`config.mk`:
```
export PLATFORM = sky130hd
export DESIGN_NAME = posit_decoder
export DESIGN_NICKNAME = d
export VERILOG_FILES = /design/src/rtl/posit_decoder.sv
export SDC_FILE = /design/constraint.sdc
export NUM_CORES = 1
export LEC_CHECK = 0
export BUFFER_PORTS_ARGS = -buffer_cell sky130_fd_sc_hd__buf_2
export CORE_MARGIN = 4
export CORE_UTILIZATION = 57
export DETAILED_ROUTE_END_ITERATION = 7
export GPL_TIMING_DRIVEN = 0
export PLACE_DENSITY = 0.92
export SLEW_MARGIN = 25
export SYNTH_ARGS = -nofsm -noshare
export SYNTH_HDL_FRONTEND = slang
export SYNTH_SLANG_ARGS = --single-unit
export TNS_END_PERCENT = 50
```
`constraint.sdc`:
```
create_clock -name clk -period 4.35 [get_ports clk]
set_clock_uncertainty 0.2 [all_clocks]
set_input_delay 0 -clock clk [delete_from_list [all_inputs] [get_ports clk]]
set_output_delay 0 -clock clk [all_outputs]
set_load 0.005 [all_outputs]
```
`src/rtl/posit_decoder.sv`:
```
// Serial posit decoder (32-bit word, es = 3).
// A captured word is walked one bit per cycle from bit30 down to bit0, so
// every ordinary word takes the same number of cycles regardless of where
// the regime ends. Zero and NaR are recognised at capture and skip the walk.
module posit_decoder (
  input  logic        clk,
  input  logic        rst,
  input  logic        start,
  input  logic [31:0] posit_in,
  output logic        sign_out,
  output logic [5:0]  k_out,
  output logic [2:0]  exp_out,
  output logic [31:0] mantissa_out,
  output logic        zero,
  output logic        nar,
  output logic        busy,
  output logic        done
);

  typedef enum logic [2:0] {IDLE, SIGN, REGIME, EXP, MANT, DONE} state_t;

  state_t      state_q, state_d;
  logic [31:0] posit_q, posit_d;
  logic [4:0]  idx_q, idx_d;
  logic [4:0]  run_q, run_d;
  logic        pol_q, pol_d;
  logic [1:0]  ecnt_q, ecnt_d;
  logic [4:0]  mcnt_q, mcnt_d;
  logic        sign_q, sign_d;
  logic [5:0]  k_q, k_d;
  logic [2:0]  exp_q, exp_d;
  logic [31:0] mant_q, mant_d;
  logic        zero_q, zero_d;
  logic        nar_q, nar_d;
  logic        busy_q, busy_d;
  logic        done_q, done_d;

  logic        curBit;
  logic        polBit;
  logic [4:0]  runNew;
  logic [5:0]  kNew;

  assign curBit       = posit_q[idx_q];
  assign sign_out     = sign_q;
  assign k_out        = k_q;
  assign exp_out      = exp_q;
  assign mantissa_out = mant_q;
  assign zero         = zero_q;
  assign nar          = nar_q;
  assign busy         = busy_q;
  assign done         = done_q;

  // State and datapath registers; reset clears everything and aborts a decode.
  always_ff @(posedge clk or negedge rst) begin
    if (!rst) begin
      state_q <= IDLE;
      posit_q <= '0;
      idx_q   <= '0;
      run_q   <= '0;
      pol_q   <= 1'b0;
      ecnt_q  <= '0;
      mcnt_q  <= '0;
      sign_q  <= 1'b0;
      k_q     <= '0;
      exp_q   <= '0;
      mant_q  <= '0;
      zero_q  <= 1'b0;
      nar_q   <= 1'b0;
      busy_q  <= 1'b0;
      done_q  <= 1'b0;
    end else begin
      state_q <= state_d;
      posit_q <= posit_d;
      idx_q   <= idx_d;
      run_q   <= run_d;
      pol_q   <= pol_d;
      ecnt_q  <= ecnt_d;
      mcnt_q  <= mcnt_d;
      sign_q  <= sign_d;
      k_q     <= k_d;
      exp_q   <= exp_d;
      mant_q  <= mant_d;
      zero_q  <= zero_d;
      nar_q   <= nar_d;
      busy_q  <= busy_d;
      done_q  <= done_d;
    end
  end

  // Next-state logic: one bit consumed per cycle in REGIME/EXP/MANT, and the
  // cycle that consumes bit0 always leads to DONE, truncating later fields.
  always_comb begin
    state_d = state_q;
    posit_d = posit_q;
    idx_d   = idx_q;
    run_d   = run_q;
    pol_d   = pol_q;
    ecnt_d  = ecnt_q;
    mcnt_d  = mcnt_q;
    sign_d  = sign_q;
    k_d     = k_q;
    exp_d   = exp_q;
    mant_d  = mant_q;
    zero_d  = zero_q;
    nar_d   = nar_q;
    busy_d  = busy_q;
    done_d  = 1'b0;
    polBit  = pol_q;
    runNew  = run_q;
    kNew    = k_q;

    case (state_q)
      IDLE: begin
        if (start) begin
          posit_d = posit_in;
          busy_d  = 1'b1;
          sign_d  = 1'b0;
          k_d     = '0;
          exp_d   = '0;
          mant_d  = '0;
          zero_d  = 1'b0;
          nar_d   = 1'b0;
          if (posit_in == 32'h0000_0000) begin
            zero_d  = 1'b1;
            state_d = DONE;
          end else if (posit_in == 32'h8000_0000) begin
            nar_d   = 1'b1;
            sign_d  = 1'b1;
            state_d = DONE;
          end else begin
            state_d = SIGN;
          end
        end
      end

      SIGN: begin
        sign_d  = posit_q[31];
        idx_d   = 5'd30;
        run_d   = '0;
        state_d = REGIME;
      end

      REGIME: begin
        // The first regime bit sets the polarity; k is refreshed every cycle
        // so a regime running all the way to bit0 still reports correctly.
        if (idx_q == 5'd30) begin
          polBit = curBit;
          pol_d  = curBit;
          runNew = 5'd1;
        end else if (curBit == pol_q) begin
          runNew = run_q + 5'd1;
        end else begin
          runNew  = run_q;
          ecnt_d  = 2'd2;
          state_d = EXP;
        end
        kNew  = polBit ? ({1'b0, runNew} - 6'd1) : (6'd0 - {1'b0, runNew});
        k_d   = kNew;
        run_d = runNew;
        idx_d = idx_q - 5'd1;
        if (idx_q == 5'd0) state_d = DONE;
      end

      EXP: begin
        exp_d[ecnt_q] = curBit;
        if (ecnt_q == 2'd0) begin
          mcnt_d  = 5'd31;
          state_d = MANT;
        end else begin
          ecnt_d = ecnt_q - 2'd1;
        end
        idx_d = idx_q - 5'd1;
        if (idx_q == 5'd0) state_d = DONE;
      end

      MANT: begin
        mant_d[mcnt_q] = curBit;
        mcnt_d = mcnt_q - 5'd1;
        idx_d  = idx_q - 5'd1;
        if (idx_q == 5'd0) state_d = DONE;
      end

      DONE: begin
        done_d  = 1'b1;
        busy_d  = 1'b0;
        state_d = IDLE;
      end

      default: state_d = IDLE;
    endcase
  end

endmodule

```
==> results by group, run 1 <==
Setup path
  – Worst path buffer plus inverter count: 2
  – CP max-delay cell: a21oi_2
  – Critical Path End Type: flip-flop
  – CP peak stage delay: 0.45 ns
  – Kind of critical path: reg2reg
  – Crit-path max FO: 10
  – CP arrival: 3.64 ns
  – Critical path data required time: 4.40 ns
  – Startpoint Class: flip-flop
  – Cell Chain, Critical Path: buf_6 > buf_6 > mux2_1 > a221oi_2 > nand4_1 > a21oi_2 > nor2_1 > mux2_2 > nand2_1 > ha_1 > xnor2_1 > xnor2_1 > o21ai_1
  – Crit path max-delay family: compound AO/OA/AOI/OAI gates

Synthesis
  – Number of flops mapped to enable cells by yosys: 0
  – Synth area leader: dfrtp_1
  – Gate Count Post-Synth: 579
  – Synth area leaders: dfrtp_1 47%, nand2_1 10%, nand3_1 4.1%
  – Synthesized area per cell: 9.06 sq um
  – Primary FF master, synth: dfrtp_1
  – Synth cell types: 64
  – Asr flop ratio synth: 1.00
  – #FFs+latches synth: 99
  – Post-synth top cells: 141 x nand2_1, 99 x dfrtp_1, 43 x nand3_1
  – Mapped Area: 0.00524 sq mm
  – Post-synth top area share: 0.472
  – Syn nets: 625
  – Synth warnings: 0
  – Most common cell in the netlist: nand2_1
  – Sequential share of the synthesized area: 0.472

Finish
  – NumNets Final: 752
  – Multi-input gate area: 0.00256 sq mm
  – Register area: 0.00248 sq mm
  – Share of layout cells above drive strength 1: 0.172
  – Antenna cells: 0
  – Area Overhead vs Synth: 21.7%
  – # fillers: 624
  – Layout Cells excl Fill: 819

Floorplanning
  – Rows: 34
  – DIE AREA: 0.0108 sq mm
  – Die Y-Extent: 104 microns
  – Core Area: 0.00885 sq mm
  – Die width: 104 microns
  – Initial core utilization: 0.593
  – Top-level I/O count: 81

Global route
  – First-pass GRT wire length: 24600 microns
  – Tot GR Track Use: 0.279
  – Largest net degree at the start of global routing: 81
  – Initial antenna violation count: 0
  – Number of global-route vias before repair: 5045
  – Remaining Overflow, GRT: 0

Placement
  – DP Cell Count: 768
  – Gpl congestion: 0.908
  – Number of port buffers: 80
  – Dpl hpwl: 9860 microns

Timing
  – Hold slack: -0.0142 ns
  – Slew Limit Fails: 0
  – Final count of negative-setup-slack endpoints: 0
  – Final hold vios: 10
  – Final Cycle Share: 0.824
  – RSZ-0062 raised after global routing: false
  – Worst-margin pin slew: 0.895 ns
  – Peak Freq: 279 MHz
  – Setup_tns: 0 ns
  – Final min period: 3.59 ns
  – Slew HR: 0.402

Power
  – Overall power: 0.00396 W
  – Worst VDD drop: 0.312 mV
  – Pwr/cell area: 621 mW/mm^2
  – Leakage power: 3.00 nW

CTS
  – Hold_buf cts: 35
  – Num CTS Buffers: 9
  – Post_cts resized: 0
  – Clk root buf: clkbuf_8
  – Worst-path clk slew: 0.11 ns
  – CTS tree: done
  – H-tree depth: 3
  – Clock Latency Late Sink: 0.38 ns
  – Clock Path Buffers: 2
  – Post-CTS Setup Bufs: 0
  – CTS Sinks: 99

Drt
  – WL final: 14800 microns
  – TritonRoute pass-1 iters: 5
  – Via-to-Cell Ratio: 6.22
  – DRC viols: 0
  – Starting DRT DRC Count: 395
  – DR vias: 5092
  – Post-route ant nets: 0
  – Wirelength per Cell: 18.0 microns

Run status
  – Violated checks: hold timing
  – Status: finished with violations

Job
  – Maxcap violations: 0

Min path
  – Hold Crit Class: in2async
[layout make-up]
class / instances / share of cell area
multi-input cells: 430 / 0.401
inverters: 14 / 0.00824
clock buffers: 9 / 0.0194
flip-flops and latches: 99 / 0.388
repair buffers: 116 / 0.123
plain buffers: 36 / 0.0243
well taps: 108 / 0.0212
clock inverters: 7 / 0.0147
[worst register-to-register path: cells and delay by family (launching register included)]
| kind | cells | cell delay (ns) |
|---|---|---|
| multiplexers | 2 | 0.65 |
| AND/OR/NAND/NOR | 3 | 0.51 |
| buffers and inverters | 2 | 0.35 |
| adder cells (fa/ha/maj) | 1 | 0.27 |
| AO/OA/AOI/OAI | 3 | 0.76 |
| XOR/XNOR | 2 | 0.33 |
| flip-flops | 1 | 0.40 |
[where the power goes]
part	internal (W)	switching [W]
Clock	0.000283	0.000369
Sequential	0.00118	0.000191
Combinational	0.000724	0.00121
[cells in the final DEF (no fill, tap or decap), types with 3 or more instances in the layout]
master	count
mux2_2	3
inv_1	13
nand3_1	43
a21o_1	5
ha_1	11
a31oi_1	6
buf_2	80
clkbuf_8	9
o21ai_1	4
nor3_1	12
mux2i_1	6
and4_1	3
mux4_2	4
o211ai_1	21
nand2_1	141
xnor2_1	4
dfrtp_1	99
nand2b_1	3
a21oi_1	8
nor2b_1	5
buf_6	3
or2_2	3
nor4_1	10
dlygate4sd3_1	35
nand4_1	7
nor2_1	24
and3_1	5
o31ai_1	20
o21ai_0	40
clkbuf_1	30
[metrics by stage]
| stage | cell area [sq um] | worst slack [ns] | util |
|---|---|---|---|
| 3_3_place_gp | 5780 | 0.941 | 0.653 |
| 3_5_place_dp | 5810 | 0.885 | 0.657 |
| 2_1_floorplan | 5240 | 1.26 | - |
| 6_report | 6380 | 0.764 | 0.721 |
| 4_1_cts | 6380 | 0.796 | 0.721 |
| 5_1_grt | 6380 | 0.550 | 0.721 |
[registers in the layout (all words and copies together) (netlist names)]
signal,count
nar,1
k_out,6
mantissa_out,32
sign_out,1
exp_out,3
pol_q,1
state_q,3
posit_q,32
idx_q,5
zero,1
run_q,5
mcnt_q,5
done,1
ecnt_q,2
busy,1
[metal layers]
| layer | track usage | share of wire |
|---|---|---|
| met4 | 0.145 | 0.049 |
| met1 | 0.332 | 0.37 |
| met2 | 0.482 | 0.51 |
| met3 | 0.0503 | 0.070 |
| met5 | 0 | 0 |
[cells by family after synthesis]
group / Yosys count / share of synthesized area
buf+inv: 50 / 0.0396
flops: 99 / 0.472
mux: 17 / 0.0472
fa+ha+maj: 13 / 0.0301
compound gates: 127 / 0.169
xor+xnor: 5 / 0.00835
simple gates: 268 / 0.234
[final timing paths]
| kind | startpoint | end | slack [ns] | cells past startpoint |
|---|---|---|---|---|
| min in group clk | posit_in[15] | posit_q[15] | 0.16 | 4 |
| worst max-delay path | idx_q[1] | k_out[2] | 0.76 | 13 |
| worst min-delay path | rst | mantissa_out[5] | -0.01 | 3 |
| worst max register to register | idx_q[1] | k_out[2] | 0.76 | 13 |
| max in group asynchronous | rst | posit_q[7] | 2.74 | 3 |
| worst min register to register | k_out[1] | k_out[1] | 0.29 | 2 |
(Power assumes the default switching activity.)
==> inputs of run 2 (changes only) <==
clock period = 3.7 ns   (was 4.35 ns; I/O delays follow)
==> results by group, run 2 (synthesis gave the netlist of run 1 again) <==
CTS
  – Worst-path clk slew: 0.12 ns (about the same)
  – Num CTS Buffers: 9 (unchanged)
  – Clk root buf: clkbuf_8
  – Clock Latency Late Sink: 0.38 ns (about the same)
  – Clock Path Buffers: 2 (unchanged)
  – CTS tree: done
  – H-tree depth: 3 (unchanged)
  – CTS Sinks: 99 (unchanged)

Drt
  – TritonRoute pass-1 iters: 5 (unchanged)
  – DRC viols: 0 (unchanged)
  – Post-route ant nets: 0 (unchanged)
  – DR vias: 5152 (+1.2%)
  – Via-to-Cell Ratio: 6.29 (+1.2%)
  – Wirelength per Cell: 18.3 microns (+1.5%)
  – WL final: 15000 microns (+1.5%)
  – Starting DRT DRC Count: 415 (+5.1%)

Setup path
  – Critical path data required time: 3.76 ns (-0.64 ns)
  – Startpoint Class: flip-flop
  – Crit-path max FO: 10 (unchanged)
  – CP arrival: 3.55 ns (-0.09 ns)
  – Reg2Reg Capture Point: k_out[2]
  – Reg2reg start: idx_q[1]
  – Kind of critical path: reg2reg
  – Critical Path End Type: flip-flop
  – Worst r2r path cells: 13 (unchanged)
  – Critical Path End: k_out[2]
  – Critical Path Start: idx_q[1]
  – Reg2Reg Setup Slack: 0.21 ns (-0.56 ns)

Floorplanning
  – DIE AREA: 0.0108 sq mm (unchanged)
  – Die Y-Extent: 104 microns (unchanged)
  – Rows: 34 (unchanged)
  – Core Area: 0.00885 sq mm (unchanged)
  – Die width: 104 microns (unchanged)
  – Initial core utilization: 0.593 (unchanged)
  – Top-level I/O count: 81 (unchanged)

Global route
  – First-pass GRT wire length: 24600 microns (unchanged)
  – Initial antenna violation count: 0 (unchanged)
  – Number of global-route vias before repair: 5045 (unchanged)
  – Largest net degree at the start of global routing: 81 (unchanged)
  – Remaining Overflow, GRT: 0 (unchanged)
  – Tot GR Track Use: 0.279 (unchanged)

Timing
  – Peak Freq: 286 MHz (+2.7%)
  – Hold slack: -0.00846 ns (+0.00579 ns)
  – Final min period: 3.49 ns (-0.0926 ns)
  – Setup_tns: 0 ns (unchanged)
  – Worst-margin pin slew: 0.893 ns (-0.00177 ns)
  – Final hold vios: 8 (-2)
  – Slew HR: 0.403 (+0.00118)
  – Final count of negative-setup-slack endpoints: 0 (unchanged)
  – RSZ-0062 raised after global routing: false
  – Final Cycle Share: 0.944 (+0.120)
  – Slew Limit Fails: 0 (unchanged)

Min path
  – Hold Crit Class: in2async

Power
  – Pwr/cell area: 731 mW/mm^2 (+18%)
  – Leakage power: 3.01 nW (about the same)
  – Worst VDD drop: 0.369 mV (+18%)

Run status
  – Status: finished with violations
  – Violated checks: hold timing

Finish
  – Share of layout cells above drive strength 1: 0.172 (unchanged)
  – Final Util: 0.722 (+0.000848)
  – Most common cell after layout, fill and taps aside: nand2_1
  – Antenna cells: 0 (unchanged)
  – NumNets Final: 752 (unchanged)
  – Area Overhead vs Synth: 21.8%
  – Commonest non-fill, non-tap cells in the layout: 141 x nand2_1, 99 x dfrtp_1, 80 x buf_2, 43 x nand3_1, 40 x o21ai_0
  – # fillers: 618 (-0.96%)
  – Layout Cells excl Fill: 819 (unchanged)

Job
  – Maxcap violations: 0 (unchanged)

Placement
  – Number of port buffers: 80 (unchanged)
  – Gpl congestion: 0.908 (unchanged)
  – DP Cell Count: 768 (unchanged)
  – Dpl hpwl: 9860 microns (unchanged)
run 2: worst min-delay path by stage:
stage / start / end / cells after the start
finish: rst / mantissa_out[5] / 3
global route: rst / mantissa_out[5] / 3
CTS: rst / mantissa_out[5] / 3
detailed placement: rst / mantissa_out[22] / 1
global placement: posit_in[21] / posit_q[21] / 3
floorplan: rst / busy / 0
run 2: timing repair:
action                                  4_1_cts  5_1_grt
endpoints found under the setup margin        0        1
hold buffers                                 35        0
endpoints found under the hold margin       135        0
resized for setup                             0        1
buffers inserted                              0        0
run 2: per-stage QoR:
stage               cell area (sq um)  total power, W  setup slack (ns)
floorplan                        5240         0.00317             0.607
global placement                 5780         0.00364             0.291
detailed placement               5810         0.00377             0.235
CTS                              6380         0.00457             0.146
global route                     6390         0.00497           0.00734
finish                           6390         0.00467             0.206
run 2: cell type report:
| cell class | instances | area, sq um | share of cell area |
|---|---|---|---|
| flip-flops and latches | 99 | 2480 | 0.388 |
| clock buffers | 9 | 124 | 0.0194 |
| repair buffers | 116 | 785 | 0.123 |
| inverters | 14 | 52.6 | 0.00823 |
| multi-input cells | 430 | 2570 | 0.402 |
| clock inverters | 7 | 93.8 | 0.0147 |
| well taps | 108 | 135 | 0.0212 |
| plain buffers | 36 | 155 | 0.0243 |
run 2: power breakdown:
group	leakage, nW	internal (W)	total [W]	switching [W]
Sequential	1.27	0.00139	0.00161	0.000224
Combinational	1.63	0.000853	0.00229	0.00144
Clock	0.107	0.000333	0.000771	0.000438
run 2: worst max-delay path, stage by stage (launching register included):
cell	delay, ns
dfrtp_1	0.39
buf_6	0.16
buf_6	0.18
mux2_1	0.38
a221oi_2	0.24
nand4_1	0.31
a21oi_4	0.34
nor2_1	0.13
mux2_2	0.27
nand2_1	0.08
ha_1	0.27
xnor2_1	0.19
xnor2_1	0.14
o21ai_1	0.07
run 2: routing by layer:
layer	vias up	share of wire	wire, microns	global-route usage
li1	2317	-	-	-
met1	2450	0.37	5580	0.332
met2	312	0.50	7510	0.482
met3	73	0.078	1170	0.0503
met4	0	0.049	737	0.145
met5	-	0	0	0
==> inputs of run 3 (changes only) <==
CTS_CLUSTER_SIZE = 40   (was unset)
SETUP_SLACK_MARGIN = 0.5   (was unset)
==> results by group, run 3 (synthesis gave the netlist of run 1 again) <==
Setup path
  – Crit-path max FO: 10 (unchanged)
  – Critical path data required time: 3.77 ns (about the same)
  – Reg2Reg Setup Slack: 0.29 ns (+0.09 ns)
  – Kind of critical path: reg2reg
  – Reg2Reg Capture Point: k_out[3]
  – Worst r2r path cells: 12 (-1)
  – Reg2reg start: idx_q[1]
  – Critical Path End Type: flip-flop
  – Startpoint Class: flip-flop
  – CP arrival: 3.48 ns (-0.07 ns)

Global route
  – Remaining Overflow, GRT: 0 (unchanged)
  – Tot GR Track Use: 0.295 (+0.0167)
  – First-pass GRT wire length: 25900 microns (+5.6%)
  – Initial antenna violation count: 0 (unchanged)
  – Largest net degree at the start of global routing: 81 (unchanged)
  – Number of global-route vias before repair: 5270 (+4.5%)

Floorplanning
  – Initial core utilization: 0.593 (unchanged)
  – Die width: 104 microns (unchanged)
  – Core Area: 0.00885 sq mm (unchanged)
  – Rows: 34 (unchanged)
  – Top-level I/O count: 81 (unchanged)
  – DIE AREA: 0.0108 sq mm (unchanged)
  – Die Y-Extent: 104 microns (unchanged)

Power
  – Pwr/cell area: 783 mW/mm^2 (+7.1%)
  – Comb power frac: 0.543 (+0.053)
  – Switching pwr: 0.00241 W (+15%)
  – Sw Share: 0.459 (+0.00911)
  – Flop pwr share: 0.310 (-0.034)
  – Worst VDD drop: 0.401 mV (+8.5%)
  – Leakage power: 3.16 nW (+5.1%)
  – Clock share of power: 0.147 (-0.018)
  – P_int: 0.00285 W (+11%)

Timing
  – Peak Freq: 293 MHz (+2.5%)
  – Worst-margin pin slew: 0.905 ns (+0.0119 ns)
  – Slew Limit Fails: 0 (unchanged)
  – Final hold vios: 23 (+15)
  – Slew HR: 0.395 (-0.00794)
  – Final Cycle Share: 0.921 (-0.0232)
  – Final min period: 3.41 ns (-0.0860 ns)
  – Final count of negative-setup-slack endpoints: 0 (unchanged)
  – Setup_tns: 0 ns (unchanged)
  – Hold slack: -0.0305 ns (-0.0220 ns)
  – RSZ-0062 raised after global routing: true

Drt
  – Wirelength per Cell: 20.5 microns (+12%)
  – Post-route ant nets: 0 (unchanged)
  – DRC viols: 0 (unchanged)
  – DR vias: 5584 (+8.4%)
  – WL final: 17300 microns (+15%)
  – Via-to-Cell Ratio: 6.64 (+5.5%)
  – TritonRoute pass-1 iters: 7 (+2)
  – Starting DRT DRC Count: 732 (+76%)

Finish
  – Most common cell after layout, fill and taps aside: nand2_1
  – Final instance area: 0.00672 sq mm (+5.1%)
  – Area Overhead vs Synth: 28.1%
  – NumNets Final: 773 (+2.8%)
  – Multi-input gate area: 0.00272 sq mm (+6.0%)
  – Commonest non-fill, non-tap cells in the layout: 139 x nand2_1, 99 x dfrtp_1, 80 x buf_2, 43 x nand3_1, 39 x o21ai_0
  – Register area: 0.00248 sq mm (unchanged)
  – Share of layout cells above drive strength 1: 0.224 (+0.0525)
  – # fillers: 546 (-12%)

CTS
  – Clk root buf: clkbuf_8
  – Num CTS Buffers: 9 (unchanged)
  – Clock Latency Late Sink: 0.39 ns (about the same)
  – CTS Sinks: 99 (unchanged)
  – H-tree depth: 3 (unchanged)
  – CTS tree: done
  – Clock Path Buffers: 2 (unchanged)
  – Worst-path clk slew: 0.11 ns (about the same)

Run status
  – Violated checks: hold timing
  – Status: finished with violations

Min path
  – Hold Crit Class: in2async

Job
  – Maxcap violations: 0 (unchanged)

Placement
  – Placed inst area: 0.00581 sq mm (unchanged)
  – Number of port buffers: 80 (unchanged)
  – Gpl congestion: 0.908 (unchanged)
  – Dpl hpwl: 9860 microns (unchanged)
==> run 3: cell type report <==
class / instances / share of cell area
antenna: 1 / 0.000373
buffer: 36 / 0.0250
clock buffer: 9 / 0.0184
clock inverter: 7 / 0.0140
inverter: 14 / 0.00783
multi-input combinational: 431 / 0.405
sequential: 99 / 0.369
tap: 108 / 0.0201
timing repair buffer: 136 / 0.140
==> run 3: what timing repair did <==
item | CTS | global route
gates cloned | 0 | 1
setup endpoints to repair | 6 | 8
hold endpoints to repair | 135 | 0
setup buffers | 12 | 8
pin swaps | 6 | 14
hold buffers | 35 | 0
resized for setup | 11 | 30
==> run 3: critical path: stages, from the launching register on <==
cell	delay [ns]
dfrtp_1	0.39
buf_6	0.17
buf_12	0.15
buf_4	0.14
mux2i_2	0.31
a2bb2oi_4	0.13
a211o_4	0.39
a21oi_4	0.29
or4_4	0.21
a311oi_4	0.11
buf_4	0.17
o2111ai_1	0.23
or3b_1	0.38
==> run 3: metal layers <==
metal  vias up  track usage  wire (microns)
li1       2360            -               -
met3       135       0.0515            1790
met4         0        0.182            1220
met5         -            0               0
met1      2626        0.345            6000
met2       463        0.506            8260
==> run 3: stage by stage <==
stage	power, W	util	std cells	worst slack [ns]	hold slack (ns)
6_report	0.00526	0.759	841	0.292	-0.0305
5_1_grt	0.00552	0.759	840	0.222	0.00557
4_1_cts	0.00471	0.736	831	0.480	0.00904
3_5_place_dp	0.00377	0.657	768	0.235	-0.342
3_3_place_gp	0.00364	0.653	767	0.291	0.00637
2_1_floorplan	0.00317	-	579	0.607	-0.496
==> run 3: worst max-delay path by stage <==
stage                        start       end  slack [ns]  depth (start not counted)
after floorplan           idx_q[1]  k_out[3]        0.61                         10
final                     idx_q[1]  k_out[3]        0.29                         12
after global routing      idx_q[1]  k_out[3]        0.22                         10
after CTS                 idx_q[1]  k_out[2]        0.48                         12
after global placement    idx_q[1]  k_out[2]        0.29                         13
after detailed placement  idx_q[1]  k_out[2]        0.23                         13
==> run 3: power groups by stage <==
stage,Clock [W],Combinational (W),Sequential [W]
3_5_place_dp,0,0.00217,0.00160
3_3_place_gp,0,0.00207,0.00158
5_1_grt,0.000824,0.00305,0.00164
2_1_floorplan,0,0.00162,0.00155
4_1_cts,0.000760,0.00237,0.00158
6_report,0.000774,0.00286,0.00163
